$ cat config.mk
export PLATFORM = sky130hd
export DESIGN_NAME = wb_arbiter
export DESIGN_NICKNAME = d
export VERILOG_FILES = /design/src/rtl/wb_arbiter.sv
export SDC_FILE = /design/constraint.sdc
export NUM_CORES = 1
export LEC_CHECK = 0
export ABC_AREA = 1
export CAP_MARGIN = 5
export CORE_MARGIN = 10
export CORE_UTILIZATION = 54
export DETAILED_ROUTE_END_ITERATION = 6
export PLACE_DENSITY = 0.95
export SKIP_CTS_REPAIR_TIMING = 1
export SYNTH_ARGS = -nofsm -noshare
export SYNTH_HDL_FRONTEND = slang
export SYNTH_SLANG_ARGS = --single-unit
export TNS_END_PERCENT = 10
$ cat constraint.sdc
create_clock -name clk -period 3.19 [get_ports clk]
set_input_delay 0.4785 -clock clk [delete_from_list [all_inputs] [get_ports clk]]
set_output_delay 0.4785 -clock clk [all_outputs]
set_load 0.05 [all_outputs]
$ cat src/rtl/wb_arbiter.sv
// Writeback arbiter: merges the MEM/WB pipeline write and a 2-entry queue of
// long-latency (mul/div) results onto one register-file write port.
// Optional starvation guard is enabled by defining WB_STARVE_GUARD_EN.
module wb_arbiter #(
  parameter int STARVE_LIMIT = 4
) (
  input  logic        clk,
  input  logic        reset_n,
  input  logic        pipe_reg_write,
  input  logic        pipe_mem_to_reg,
  input  logic [4:0]  pipe_rd,
  input  logic [63:0] pipe_read_data,
  input  logic [63:0] pipe_mem_address,
  input  logic        lu_valid,
  input  logic [4:0]  lu_rd,
  input  logic [63:0] lu_data,
  output logic        lu_ready,
  output logic        rf_we,
  output logic [4:0]  rf_rd,
  output logic [63:0] rf_wdata,
  output logic        stall_pipe
);

  logic [4:0]  r_q_rd   [2];
  logic [63:0] r_q_data [2];
  logic        r_wr_ptr;
  logic        r_rd_ptr;
  logic [1:0]  r_count;

  logic        w_nonempty;
  logic        w_enq;
  logic        w_deq;
  logic        w_stall;
  logic        w_pipe_wr;
  logic [63:0] w_pipe_data;

  // lu handshake: a result transfers on a cycle where lu_valid && lu_ready;
  // lu_ready depends only on queue occupancy, never on lu_valid.
  assign lu_ready   = (r_count < 2'd2);
  assign w_nonempty = (r_count != 2'd0);
  assign w_enq      = lu_valid && lu_ready && (lu_rd != 5'd0);

`ifdef WB_STARVE_GUARD_EN
  localparam logic [3:0] LIMIT = 4'(STARVE_LIMIT);
  logic [3:0] r_starve;

  assign w_stall = (r_starve == LIMIT) && w_nonempty;

  always_ff @(posedge clk or negedge reset_n) begin
    if (!reset_n) begin
      r_starve <= 4'd0;
    end else if (w_deq || !w_nonempty) begin
      r_starve <= 4'd0;
    end else if (r_starve != LIMIT) begin
      r_starve <= r_starve + 4'd1;
    end
  end
`else
  assign w_stall = 1'b0;
`endif

  assign stall_pipe  = w_stall;
  assign w_pipe_data = pipe_mem_to_reg ? pipe_read_data : pipe_mem_address;
  assign w_pipe_wr   = !w_stall && pipe_reg_write && (pipe_rd != 5'd0);
  // A stall cycle forces w_pipe_wr low, so the head drains in that cycle.
  assign w_deq       = w_nonempty && !w_pipe_wr;

  always_ff @(posedge clk or negedge reset_n) begin
    if (!reset_n) begin
      r_q_rd[0]   <= 5'd0;
      r_q_rd[1]   <= 5'd0;
      r_q_data[0] <= 64'd0;
      r_q_data[1] <= 64'd0;
      r_wr_ptr    <= 1'b0;
      r_rd_ptr    <= 1'b0;
      r_count     <= 2'd0;
    end else begin
      if (w_enq) begin
        r_q_rd[r_wr_ptr]   <= lu_rd;
        r_q_data[r_wr_ptr] <= lu_data;
        r_wr_ptr           <= ~r_wr_ptr;
      end
      if (w_deq) begin
        r_rd_ptr <= ~r_rd_ptr;
      end
      case ({w_enq, w_deq})
        2'b10:   r_count <= r_count + 2'd1;
        2'b01:   r_count <= r_count - 2'd1;
        default: r_count <= r_count;
      endcase
    end
  end

  always_ff @(posedge clk or negedge reset_n) begin
    if (!reset_n) begin
      rf_we    <= 1'b0;
      rf_rd    <= 5'd0;
      rf_wdata <= 64'd0;
    end else if (w_pipe_wr) begin
      rf_we    <= 1'b1;
      rf_rd    <= pipe_rd;
      rf_wdata <= w_pipe_data;
    end else if (w_deq) begin
      rf_we    <= 1'b1;
      rf_rd    <= r_q_rd[r_rd_ptr];
      rf_wdata <= r_q_data[r_rd_ptr];
    end else begin
      rf_we    <= 1'b0;
    end
  end

endmodule

==> results of run 1 <==
==> power groups by stage <==
stage / sequential [mW] / combinational, mW / clock, mW
final: 4.63 / 5.98 / 2.70
after global routing: 4.75 / 6.54 / 2.82
after CTS: 4.61 / 5.98 / 2.72
after detailed placement: 4.63 / 5.93 / 0
after global placement: 4.57 / 5.75 / 0
after floorplan: 5.70 / 2.84 / 0
==> area by class of cell <==
cell class / count / area share [%]
Multi-Input combinational cell: 1050 / 33.22
Tap cell: 270 / 2.338
Inverter: 71 / 1.845
Clock buffer: 32 / 4.495
Timing Repair Buffer: 295 / 20.53
Antenna cell: 3 / 0.05196
Clock inverter: 7 / 0.7794
Sequential cell: 212 / 36.74
==> logic make-up (layout without fill, tap and decap cells) <==
logic type	count (synthesis)	after routing
AOI/OAI and AO/OA	66	66
adders and majority gates	1	1
xor gates and xnor gates	2	2
buffers and inverters	204	405
and+or+nand+nor	980	980
DFF	212	212
other	1	4
==> worst paths after layout <==
| path | to | slack (ns) | cells after the start |
|---|---|---|---|
| hold / removal | rf_wdata[30]$_DFFE_PN0P_ | 0.04 | 1 |
| hold reg to reg | r_q_data[6]$_DFFE_PN0P_ | 0.47 | 2 |
| setup / recovery | lu_ready | 0.78 | 2 |
| min in group clk | r_rd_ptr$_DFFE_PN0P_ | 0.40 | 5 |
| max in group asynchronous | r_q_data[43]$_DFFE_PN0P_ | 2.33 | 2 |
| setup reg to reg | r_q_data[3]$_DFFE_PN0P_ | 0.88 | 3 |
==> worst max-delay path, cell delays in order (launching register included) <==
cell,delay (ns)
dfrtp_1,0.45
inv_1,0.11
clkdlybuf4s50_1,0.87
==> per-stage QoR <==
step                      area [sq um]  worst slack [ns]  std cells
after floorplan                  10970             1.402       1466
after global placement           13680            0.7614       1898
after detailed placement         13680            0.6986       1898
after CTS                        14440            0.7539       1937
after global routing             14450            0.7331       1939
final                            14450            0.7775       1940
==> cell usage in the layout (no fill, tap or decap), types with 2 or more instances in the layout <==
| cell | instances |
|---|---|
| nand3_4 | 2 |
| o21ai_0 | 65 |
| diode_2 | 3 |
| clkdlybuf4s50_1 | 274 |
| buf_4 | 14 |
| clkinv_2 | 3 |
| nand4_1 | 138 |
| nand3_1 | 273 |
| nor2_4 | 2 |
| nand2_1 | 558 |
| bufinv_16 | 3 |
| buf_12 | 5 |
| inv_1 | 68 |
| dfrtp_1 | 210 |
| clkbuf_8 | 5 |
| clkbuf_1 | 5 |
| clkbuf_16 | 23 |
| inv_2 | 3 |
| dfrtp_2 | 2 |
| nor2_1 | 3 |
| nand2_4 | 2 |
==> per-layer routing <==
layer | vias up | share of wire (%) | GRT usage, %
li1 | 5231 | - | -
met1 | 5381 | 37 | 31.03
met2 | 618 | 50 | 43.85
met3 | 93 | 8.4 | 4.323
met4 | 0 | 3.9 | 10.98
met5 | - | 0 | 0
==> registers in the layout, summed over array words and instances, names as in the netlist <==
name / count
r_count: 2
r_q_data: 128
r_q_rd: 10
r_rd_ptr: 1
r_wr_ptr: 1
rf_rd: 5
rf_wdata: 64
rf_we: 1
==> flow_summary.json, run 1 <==
{
  "status": "completed",
  "initial_core_util_pct": 54.57,
  "ir_drop_v": 0.0005276,
  "core_area_sq_um": 20100,
  "via_per_inst": 5.837,
  "drtIter0Drc": 1157,
  "io_buffer_count": 277,
  "track_usage_pct": 25.52,
  "cts_made_buffers": 23,
  "multi_input_comb_area_sq_um": 4800,
  "seq_area_sq_um": 5308,
  "antenna_found_initial": 4,
  "clock_path_buffers": 3,
  "fp.dieH_um": 162.5,
  "tns_ns": 0,
  "grt_max_degree": 139,
  "final_antenna_net_count": 0,
  "syn_to_final_growth_pct": 31.68,
  "synth_cells": 1466,
  "synth-simple-area-share_pct": 40.08,
  "synth_top_area_share_pct": 48.35,
  "cp_max_fo": 3,
  "yosys-top-cells-count": "nand2_1 (559), nand3_1 (274), dfrtp_1 (212)",
  "via_count": 11323,
  "max-slew-margin-rel_pct": 35.33,
  "fin_util_pct": 71.86,
  "setup_viol": 0,
  "yosysMostFrequentCell": "nand2_1",
  "ys_warn_count": 0,
  "muxShareOfSynthArea_pct": 0,
  "required_ns": 2.71,
  "hp-class": "in -> async",
  "synthesis.area_sq_um": 10970,
  "synth-xor-area-share_pct": 0.1597,
  "drt_pass1_iterations": 6,
  "rows": 52,
  "drt-total-wl_mm": 35.22,
  "die_width_um": 162.5,
  "fill_cells": 1451,
  "hold_violations": 0,
  "ys_ff_latch": 212,
  "p_seq_share_pct": 34.8,
  "p_int_mw": 7.439,
  "wl_per_cell_um": 18.16,
  "nets": 1861,
  "end_kind": "output pin",
  "synth_compound_area_share_pct": 3.011,
  "setup.worst_path.start": "r_count[1]$_DFFE_PN0P_",
  "avgSynthCellArea_sq_um": 7.484,
  "p_per_area_nw_per_um2": 921.4,
  "dominantRegCellSynth": "dfrtp_1",
  "cts-root-buf": "clkbuf_16",
  "synth_nets": 1674,
  "grt_pass1_vias": 10925,
  "post_synth_num_cell_types": 23,
  "grt_setup_unrepaired": "no",
  "hpwl_mm": 22.16,
  "fin_crit_sh_pct": 75.63,
  "startpoint_type": "flop",
  "drive_above_1_share_pct": 4.079,
  "slew_violations": 0,
  "routabilityCongestion": 0.8262,
  "finalPower_mw": 13.31,
  "cts_tree": "built",
  "grt_overflow": 0,
  "clk_pin_slew_ns": 0.06,
  "grt_pass1_wl_mm": 56.17,
  "fmax_ghz": 0.4145,
  "async_flop_share_pct": 100.0,
  "yosys-top-cells-area": "dfrtp_1 (48%), nand2_1 (19%), nand3_1 (12%), nand4_1 (7.9%), o21ai_0 (3.0%)",
  "p_comb_share_pct": 44.9,
  "crit_arrival_ns": 1.93,
  "synth_top_family_by_area": "simple AND/OR/NAND/NOR gates",
  "htree_levels": 1,
  "drt_drc_violations_left": 0,
  "p_clk_share_pct": 20.3,
  "ioPinCount": 279,
  "power.leakage_nw": 7.171,
  "worst_slew_pin_slew_ns": 0.9701,
  "hold_slack_ns": 0.04332,
  "synth_area_leader_cell": "dfrtp_1",
  "switching_share_pct": 44.12,
  "switchingPower_mw": 5.873,
  "fin_crit_ns": 2.412,
  "synth-edff-count": 0,
  "cap_violations": 0,
  "cts.sinks": 212,
  "clock_latency_ns": 0.50,
  "r2r-start": "r_wr_ptr$_DFFE_PN0N_",
  "die_area_sq_um": 26420,
  "synth_fa_ha_area_share_pct": 0.1140,
  "path_class": "reg -> out",
  "fin_skew_ns": 0.01030,
  "seq_area_frac_synth_pct": 48.35
}
(Power assumes the default switching activity.)
==> inputs of run 2 (changes only) <==
--- a/config.mk
+++ b/config.mk
@@ -8,9 +8,9 @@
 export ABC_AREA = 1
 export CAP_MARGIN = 5
 export CORE_MARGIN = 10
-export CORE_UTILIZATION = 54
+export CORE_UTILIZATION = 45
 export DETAILED_ROUTE_END_ITERATION = 6
-export PLACE_DENSITY = 0.95
+export PLACE_DENSITY = 0.88
 export SKIP_CTS_REPAIR_TIMING = 1
 export SYNTH_ARGS = -nofsm -noshare
 export SYNTH_HDL_FRONTEND = slang
==> constraint.sdc (replaced) <==
create_clock -name clk -period 2 [get_ports clk]
set_input_delay 0.3 -clock clk [delete_from_list [all_inputs] [get_ports clk]]
set_output_delay 0.3 -clock clk [all_outputs]
set_load 0.05 [all_outputs]
==> run 2 against run 1 <==
Against the previous run: total power up 61%; worst hold slack gained 0.19 ns; register-to-register slack lost 0.53 ns; final cell count grew 3.9%; critical endpoint is now rf_rd[2]; utilization fell by 9.9 points; via count down 0.72%; sequential power increased by 56%; global-route usage shrank 3.1 points; design area is 3.7% higher; largest power group unchanged; flip-flop and latch count did not move.
==> flow_summary.json, run 2 (synthesis gave the netlist of run 1 again) <==
{
  "power.leakage_nw": 8.012,
  "top_register": "r_q_data",
  "grt_pass1_vias": 11017,
  "die_area_sq_um": 31030,
  "final_antenna_net_count": 0,
  "grt_overflow": 0,
  "via_count": 11242,
  "required_ns": 1.70,
  "path_delay_family": "buffers and inverters",
  "hold_violations": 0,
  "initial_core_util_pct": 45.38,
  "crit_chain": "clkdlybuf4s50_1",
  "via_per_inst": 5.579,
  "fin_crit_ns": 1.983,
  "dp_slack_ns": 0.02429,
  "p_per_area_nw_per_um2": 1427,
  "ir_drop_v": 0.0006720,
  "clock_path_buffers": 3,
  "fp.dieH_um": 176.1,
  "die_width_um": 176.1,
  "rows": 57,
  "path_class": "reg -> out",
  "hp-class": "in -> reg",
  "io_buffer_count": 277,
  "stdcell_area_sq_um": 14980,
  "antenna_found_initial": 3,
  "syn_to_final_growth_pct": 36.51,
  "ioPinCount": 279,
  "status": "completed",
  "end_kind": "output pin",
  "drt_pass1_iterations": 6,
  "routabilityCongestion": 0.8058,
  "hpwl_mm": 23.11,
  "crit_arrival_ns": 1.68,
  "cts-root-buf": "clkbuf_16",
  "worst_slew_pin_slew_ns": 0.8343,
  "fill_cells": 1973,
  "cts_made_buffers": 23,
  "fin_skew_ns": 0.01345,
  "final_common_cell": "nand2_1",
  "grt_pass1_wl_mm": 57.39,
  "max-slew-margin-rel_pct": 44.38,
  "nets": 1882,
  "htree_levels": 1,
  "core_area_sq_um": 24180,
  "grt_max_degree": 75,
  "clk_pin_slew_ns": 0.06,
  "slew_violations": 0,
  "cap_violations": 0,
  "cts_tree": "built",
  "fin_crit_sh_pct": 99.14,
  "grt_setup_unrepaired": "no",
  "hold_slack_ns": 0.2346,
  "drt_drc_violations_left": 0,
  "finalWorstSetupSlack_ns": 0.01727,
  "drtIter0Drc": 1134,
  "top_regs": "r_q_data (128), rf_wdata (64), r_q_rd (10)",
  "wl_per_cell_um": 17.98,
  "crit_path_max_incr_delay_ns": 0.82,
  "finalPower_mw": 21.37,
  "track_usage_pct": 22.39,
  "largest_register_ffs": 128,
  "place_area_sq_um": 14080,
  "drive_above_1_share_pct": 5.444,
  "startpoint_type": "flop",
  "drt-total-wl_mm": 36.22,
  "crit_slowest_cell": "clkdlybuf4s50_1",
  "cp_max_fo": 2,
  "clock_latency_ns": 0.51,
  "cp_num_buf_inv": 1,
  "cts.sinks": 212,
  "fmax_ghz": 0.5044,
  "setup_viol": 0,
  "layout_common_cells": "nand2_1 (558), nand3_1 (273), clkdlybuf4s50_1 (218)"
}
[run 2: changes by cell type in the layout (fill, tap and decap cells not counted)]
cell / change
bufinv_16: -2
buf_4: +7
dlygate4sd3_1: +1
inv_6: +1
clkbuf_8: +3
buf_12: +15
diode_2: -2
dlymetal6s2s_1: +54
clkdlybuf4s50_1: -56
[run 2: final timing paths]
kind                                           start                        end  slack, ns  cells past startpoint
setup / recovery                rf_rd[2]$_DFFE_PN0P_                   rf_rd[2]       0.02                      1
hold / removal                        pipe_reg_write       r_rd_ptr$_DFFE_PN0P_       0.23                      5
setup reg to reg              r_count[1]$_DFFE_PN0P_    rf_wdata[8]$_DFFE_PN0P_       0.35                      4
hold reg to reg            r_q_data[100]$_DFFE_PN0P_  r_q_data[100]$_DFFE_PN0P_       0.47                      2
max in group asynchronous                    reset_n  r_q_data[100]$_DFFE_PN0P_       1.04                      3
min in group asynchronous                    reset_n  r_q_data[124]$_DFFE_PN0P_       0.31                      2
[run 2: metal layers]
layer / share of wire [%] / up-vias / global-route usage (%)
met5: 0.086 / - / 0
met4: 2.8 / 4 / 7.277
met3: 8.5 / 98 / 4.400
met2: 50 / 516 / 39.85
met1: 38 / 5339 / 26.53
li1: - / 5285 / -
[run 2: per-stage QoR]
stage | utilization (%) | TNS, ns | cells
finish | 61.95 | 0 | 2015
global route | 61.95 | 0 | 2015
CTS | 61.34 | -0.2251 | 2013
detailed placement | 58.23 | 0 | 1972
global placement | 58.23 | 0 | 1972
floorplan | - | 0 | 1466
[run 2: area by class of cell]
type / count / area [sq um] / share of cell area [%]
tap: 324 / 405.4 / 2.707
antenna: 1 / 2.502 / 0.01671
clock inverter: 6 / 61.31 / 0.4093
timing repair buffer: 316 / 3445 / 23.00
sequential: 212 / 5308 / 35.44
clock buffer: 35 / 690.7 / 4.611
multi-input combinational: 1050 / 4800 / 32.04
inverter: 71 / 266.5 / 1.779
[run 2: power breakdown]
part           switching [mW]  leakage, nW  internal [mW]  total, mW
registers                1.02         2.65           6.19       7.22
clock network            1.71        0.370           2.50       4.22
logic                    6.70         4.99           3.24       9.94
total                    9.44         8.01           11.9       21.4
